File: src/rtl/gate_reduce_unit.sv
// Packet reducer: folds every beat of a packet into one word with OR/AND/XOR/NOR,
// then presents the result and the (saturating) beat count on a valid/ready output.
module gate_reduce_unit #(
    parameter int WIDTH = 8,
    parameter int CNT_W = 8
) (
    input  logic             clk,
    input  logic             rst_n,
    input  logic             in_valid,
    output logic             in_ready,
    input  logic [WIDTH-1:0] in_data,
    input  logic             in_last,
    input  logic [1:0]       in_op,
    output logic             out_valid,
    input  logic             out_ready,
    output logic [WIDTH-1:0] out_data,
    output logic [CNT_W-1:0] out_count,
    output logic             out_sat
);

    typedef enum logic [1:0] {
        IDLE  = 2'b00,
        ACCUM = 2'b01,
        HOLD  = 2'b10
    } state_t;

    localparam logic [CNT_W-1:0] CNT_ONE = CNT_W'(1);

    state_t           state_q;
    logic [WIDTH-1:0] acc_q;
    logic [WIDTH-1:0] acc_d;
    logic [1:0]       op_q;
    logic [CNT_W-1:0] cnt_q;
    logic             sat_q;
    logic             in_ready_q;
    logic             out_valid_q;
    logic             accept;

    assign accept = in_valid && in_ready_q;

    // NOR folds as OR; the inversion is applied only when the result is presented.
    generate
        for (genvar gi = 0; gi < WIDTH; gi++) begin : g_fold
            assign acc_d[gi] = (op_q == 2'b01) ? (acc_q[gi] & in_data[gi]) :
                               (op_q == 2'b10) ? (acc_q[gi] ^ in_data[gi]) :
                                                 (acc_q[gi] | in_data[gi]);
        end
    endgenerate

    always_ff @(posedge clk or negedge rst_n) begin
        if (!rst_n) begin
            state_q     <= IDLE;
            acc_q       <= '0;
            op_q        <= 2'b00;
            cnt_q       <= '0;
            sat_q       <= 1'b0;
            in_ready_q  <= 1'b0;
            out_valid_q <= 1'b0;
        end else begin
            unique case (state_q)
                IDLE: begin
                    in_ready_q <= 1'b1;
                    if (accept) begin
                        acc_q <= in_data;
                        op_q  <= in_op;
                        cnt_q <= CNT_ONE;
                        sat_q <= 1'b0;
                        if (in_last) begin
                            state_q     <= HOLD;
                            in_ready_q  <= 1'b0;
                            out_valid_q <= 1'b1;
                        end else begin
                            state_q <= ACCUM;
                        end
                    end
                end
                ACCUM: begin
                    if (accept) begin
                        acc_q <= acc_d;
                        if (&cnt_q) begin
                            sat_q <= 1'b1;
                        end else begin
                            cnt_q <= cnt_q + CNT_ONE;
                        end
                        if (in_last) begin
                            state_q     <= HOLD;
                            in_ready_q  <= 1'b0;
                            out_valid_q <= 1'b1;
                        end
                    end
                end
                HOLD: begin
                    if (out_ready) begin
                        state_q     <= IDLE;
                        in_ready_q  <= 1'b1;
                        out_valid_q <= 1'b0;
                    end
                end
                default: begin
                    state_q     <= IDLE;
                    in_ready_q  <= 1'b1;
                    out_valid_q <= 1'b0;
                end
            endcase
        end
    end

    // Result fields read as zero whenever no result is being presented.
    assign in_ready  = in_ready_q;
    assign out_valid = out_valid_q;
    assign out_data  = out_valid_q ? ((op_q == 2'b11) ? ~acc_q : acc_q) : '0;
    assign out_count = out_valid_q ? cnt_q : '0;
    assign out_sat   = out_valid_q & sat_q;

endmodule

File: config.mk
export PLATFORM = sky130hd
export DESIGN_NAME = gate_reduce_unit
export DESIGN_NICKNAME = d
export VERILOG_FILES = /design/src/rtl/gate_reduce_unit.sv
export SDC_FILE = /design/constraint.sdc
export NUM_CORES = 1
export LEC_CHECK = 0
export ABC_AREA = 1
export BUFFER_PORTS_ARGS = -buffer_cell sky130_fd_sc_hd__buf_2
export CELL_PAD_IN_SITES_DETAIL_PLACEMENT = 0
export CELL_PAD_IN_SITES_GLOBAL_PLACEMENT = 2
export CORE_ASPECT_RATIO = 1.4
export CORE_MARGIN = 8
export CORE_UTILIZATION = 30
export CTS_CLUSTER_SIZE = 24
export DETAILED_ROUTE_END_ITERATION = 6
export PLACE_DENSITY_LB_ADDON = 0.1
export SLEW_MARGIN = 25
export SYNTH_ARGS = -nofsm -noshare
export SYNTH_HDL_FRONTEND = slang
export SYNTH_SLANG_ARGS = --single-unit
File: constraint.sdc
create_clock -name clk -period 1.6 [get_ports clk]
set_input_delay 0.16 -clock clk [delete_from_list [all_inputs] [get_ports clk]]
set_output_delay 0.16 -clock clk [all_outputs]
set_load 0.005 [all_outputs]
==> flow_summary.ini <==
[status]
outcome = finished clean

[final_layout]
stdcell_area_um2 = 2110
antenna_cells = 0
final_cells = 362
fillers = 655
final_core_util_pct = 36.5
final_layout_size_suffix_gt1_share_pct = 23.3
synthToLayoutAreaGrowth_pct = 18.6
fin_nets = 325

[synth]
synth-simple-area-share_pct = 31.5
yosys_warnings = 0
syn_avg_cell_area_um2 = 6.99
synth_xor_xnor_area_share_pct = 0
synth_compound_area_share_pct = 12.5
syn_inst = 254
ys_types = 22
yosysSeqAreaShare_pct = 32.4
synth_top_family_by_area = simple AND/OR/NAND/NOR gates
synth_fa_ha_area_share_pct = 12.0
syn_area_um2 = 1780
ys_seq_elements = 23
synth_nets = 286
synth.area.mux_share_pct = 0

[global_route]
grt_util_met3_pct = 1.76
grt_max_degree = 24
grt-busiest-layer = met2
antenna_found_initial = 0
grt_pass1_vias = 1623
use_met2_pct = 20.8
gr-usage-met1_pct = 13.1
globalRoute.totalOverflow = 0
grt_usage_pct = 11.4
grt_first_pass_wirelength_um = 7890

[timing]
fin_crit_sh_pct = 89.5
timing.fmax_ghz = 0.698
setup_tns_ps = 0
whs_ps = 96.2
min_period_ps = 1430
relSlewSlack_pct = 62.3
final-setup-viol-count = 0
fin_skew_ps = 4.47
slew_viol_final = 0
worst_slew_pin_slew_ps = 566
setup_ws_ps = 168
final-hold-violation-count = 0
rsz0062_at_grt = no

[placement]
portBuffers = 33
dp_hpwl_um = 3620
placed_area_um2 = 2040
place_ws_ps = 121
dp_cells = 357
gp_congestion = 0.727

[route]
vias = 1646
totalWireLength_um = 4700
first_pass_iters = 4
wl_per_cell_um = 13.0
drc = 0
drt_iter0_markers = 68
ant_nets = 0
vias_per_cell = 4.55

[power_and_ir_drop]
power_density_nw_per_um2 = 1410
switching_power_mw = 1.38
total_power_mw = 2.98
p_int_mw = 1.60
clkPwrFrac_pct = 12.7
switching_share_pct = 46.4
seqPwrFrac_pct = 34.3
p_comb_share_pct = 53.0
p_leak_nw = 1.20
ir_drop_v = 0.000617

[die]
die_y_um = 107
start_util_pct = 30.7
dieArea_um2 = 8680
fp.coreArea_um2 = 5780
die_x_um = 81.0
io_pins = 34
rows = 33

[setup_path]
crit_chain = nand2_4 -> o21ai_0 -> a21oi_1 -> buf_2
crit_fanout = 16
path_class = flip-flop to output port
startpoint = op_q[1]$_DFFE_PN0P_
slowest_stage = dfrtp_1
r2r-end = cnt_q[7]$_DFFE_PN0P_
crit_required_ps = 1440
path_delay_family = flip-flops
worst-endpoint-arrival_ps = 1270
crit_end = out_data[2]
r2r_slack_ps = 190
ff2ff_path_depth = 6
endpoint_kind = output port
cp-start-kind = flip-flop
cpPeakStageDelay_ps = 450
crit_buf_inv = 1
worstReg2RegStart = cnt_q[0]$_DFFE_PN0P_
cp.depth = 4

[clock_network]
cts_tree = done
cts_made_buffers = 3
path_clk_slew_ps = 90
cts_setup_buffers = 0
clockRootBuffer = clkbuf_8
worstSkewPairLatency_ps = 270
clk_path_buf_depth = 2
cts.sinks = 23
ctsHtreeMaxLevel = 1

[run]
drv_cap = 0

[hold_path]
hp-class = primary input to flip-flop
[layout by cell type (no fill, tap or decap), types with 2 or more instances in the layout]
| cell | count |
|---|---|
| ha_1 | 17 |
| nand2_1 | 69 |
| nor2_2 | 2 |
| a21oi_1 | 11 |
| buf_2 | 33 |
| clkbuf_8 | 3 |
| nand2_4 | 3 |
| o21ai_2 | 4 |
| dfrtp_1 | 22 |
| inv_1 | 41 |
| buf_4 | 8 |
| nand3_1 | 27 |
| or2_2 | 10 |
| o21ai_0 | 25 |
| nor2_1 | 8 |
[flip-flops by register name (all words and copies together) (netlist names)]
signal / flops
acc_q: 8
op_q: 2
cnt_q: 8
sat_q: 1
state_q: 2
out_valid: 1
in_ready: 1
[metal layers]
metal  part of all wire, %  wire, µm
met5                     0         0
met4                  0.81        38
met3                   3.1       144
met2                    52      2430
met1                    44      2090
[Yosys cell counts]
| cell type | number | area, µm² |
|---|---|---|
| inv_1 | 41 | 154 |
| nand2_4 | 1 | 11.3 |
| dfrtp_1 | 23 | 576 |
| ha_1 | 17 | 213 |
| buf_2 | 3 | 15.0 |
| nor3_1 | 1 | 5.00 |
| nand4_1 | 1 | 6.26 |
| buf_4 | 1 | 7.51 |
| clkbuf_1 | 2 | 7.51 |
| or2_2 | 10 | 62.6 |
| nand3_2 | 1 | 10.0 |
| a21oi_1 | 11 | 55.1 |
| nor2_4 | 1 | 11.3 |
| nand2_1 | 70 | 263 |
| buf_6 | 2 | 22.5 |
| nor2_1 | 8 | 30.0 |
| o21ai_0 | 25 | 125 |
| nor2_2 | 2 | 12.5 |
| a22oi_1 | 1 | 7.51 |
| o21ai_2 | 4 | 35.0 |
| nand3_1 | 27 | 135 |
| nand2_2 | 2 | 12.5 |
[power groups by stage]
stage / sequential [mW] / clock [mW] / combinational [mW]
after CTS: 1.02 / 0.395 / 1.61
after global routing: 1.06 / 0.415 / 1.85
after detailed placement: 1.03 / 0 / 1.60
after floorplan: 0.932 / 0 / 1.16
after global placement: 1.02 / 0 / 1.59
final: 1.02 / 0.377 / 1.58
[tightest hold or removal path: cells and delay by family]
family / cells / cell delay, ps
buffers and inverters: 1 / 80
and+or+nand+nor: 2 / 90
[cell families after synthesis]
group                      after synthesis
and+or+nand+nor                        124
AOI/OAI and AO/OA                       41
adders and majority gates               17
buffers and inverters                   49
DFF                                     23
[what timing repair did]
item	in CTS	in global routing
hold endpoints to repair	23	0
hold buffers	1	0
resized for setup	2	2
setup endpoints to repair	8	7
[how the worst min path moves through the flow]
stage,depth (start not counted),endpoint,slack (ps),start
6_report,3,op_q[1]$_DFFE_PN0P_,100,in_op[1]
5_1_grt,3,op_q[1]$_DFFE_PN0P_,100,in_op[1]
4_1_cts,3,op_q[1]$_DFFE_PN0P_,100,in_op[1]
3_5_place_dp,1,state_q[1]$_DFFE_PN0P_,190,rst_n
3_3_place_gp,1,state_q[1]$_DFFE_PN0P_,200,rst_n
2_1_floorplan,0,acc_q[0]$_DFFE_PN0P_,-140,rst_n
[layout make-up]
type	count	area (µm²)	area share [%]
clock buffer	3	41.3	1.96
clock inverter	1	5.00	0.238
inverter	41	154	7.30
multi-input combinational	182	1010	47.8
sequential	23	577	27.4
tap	70	87.6	4.16
timing repair buffer	42	235	11.2
Note: power is estimated with default switching activity, not from simulation.
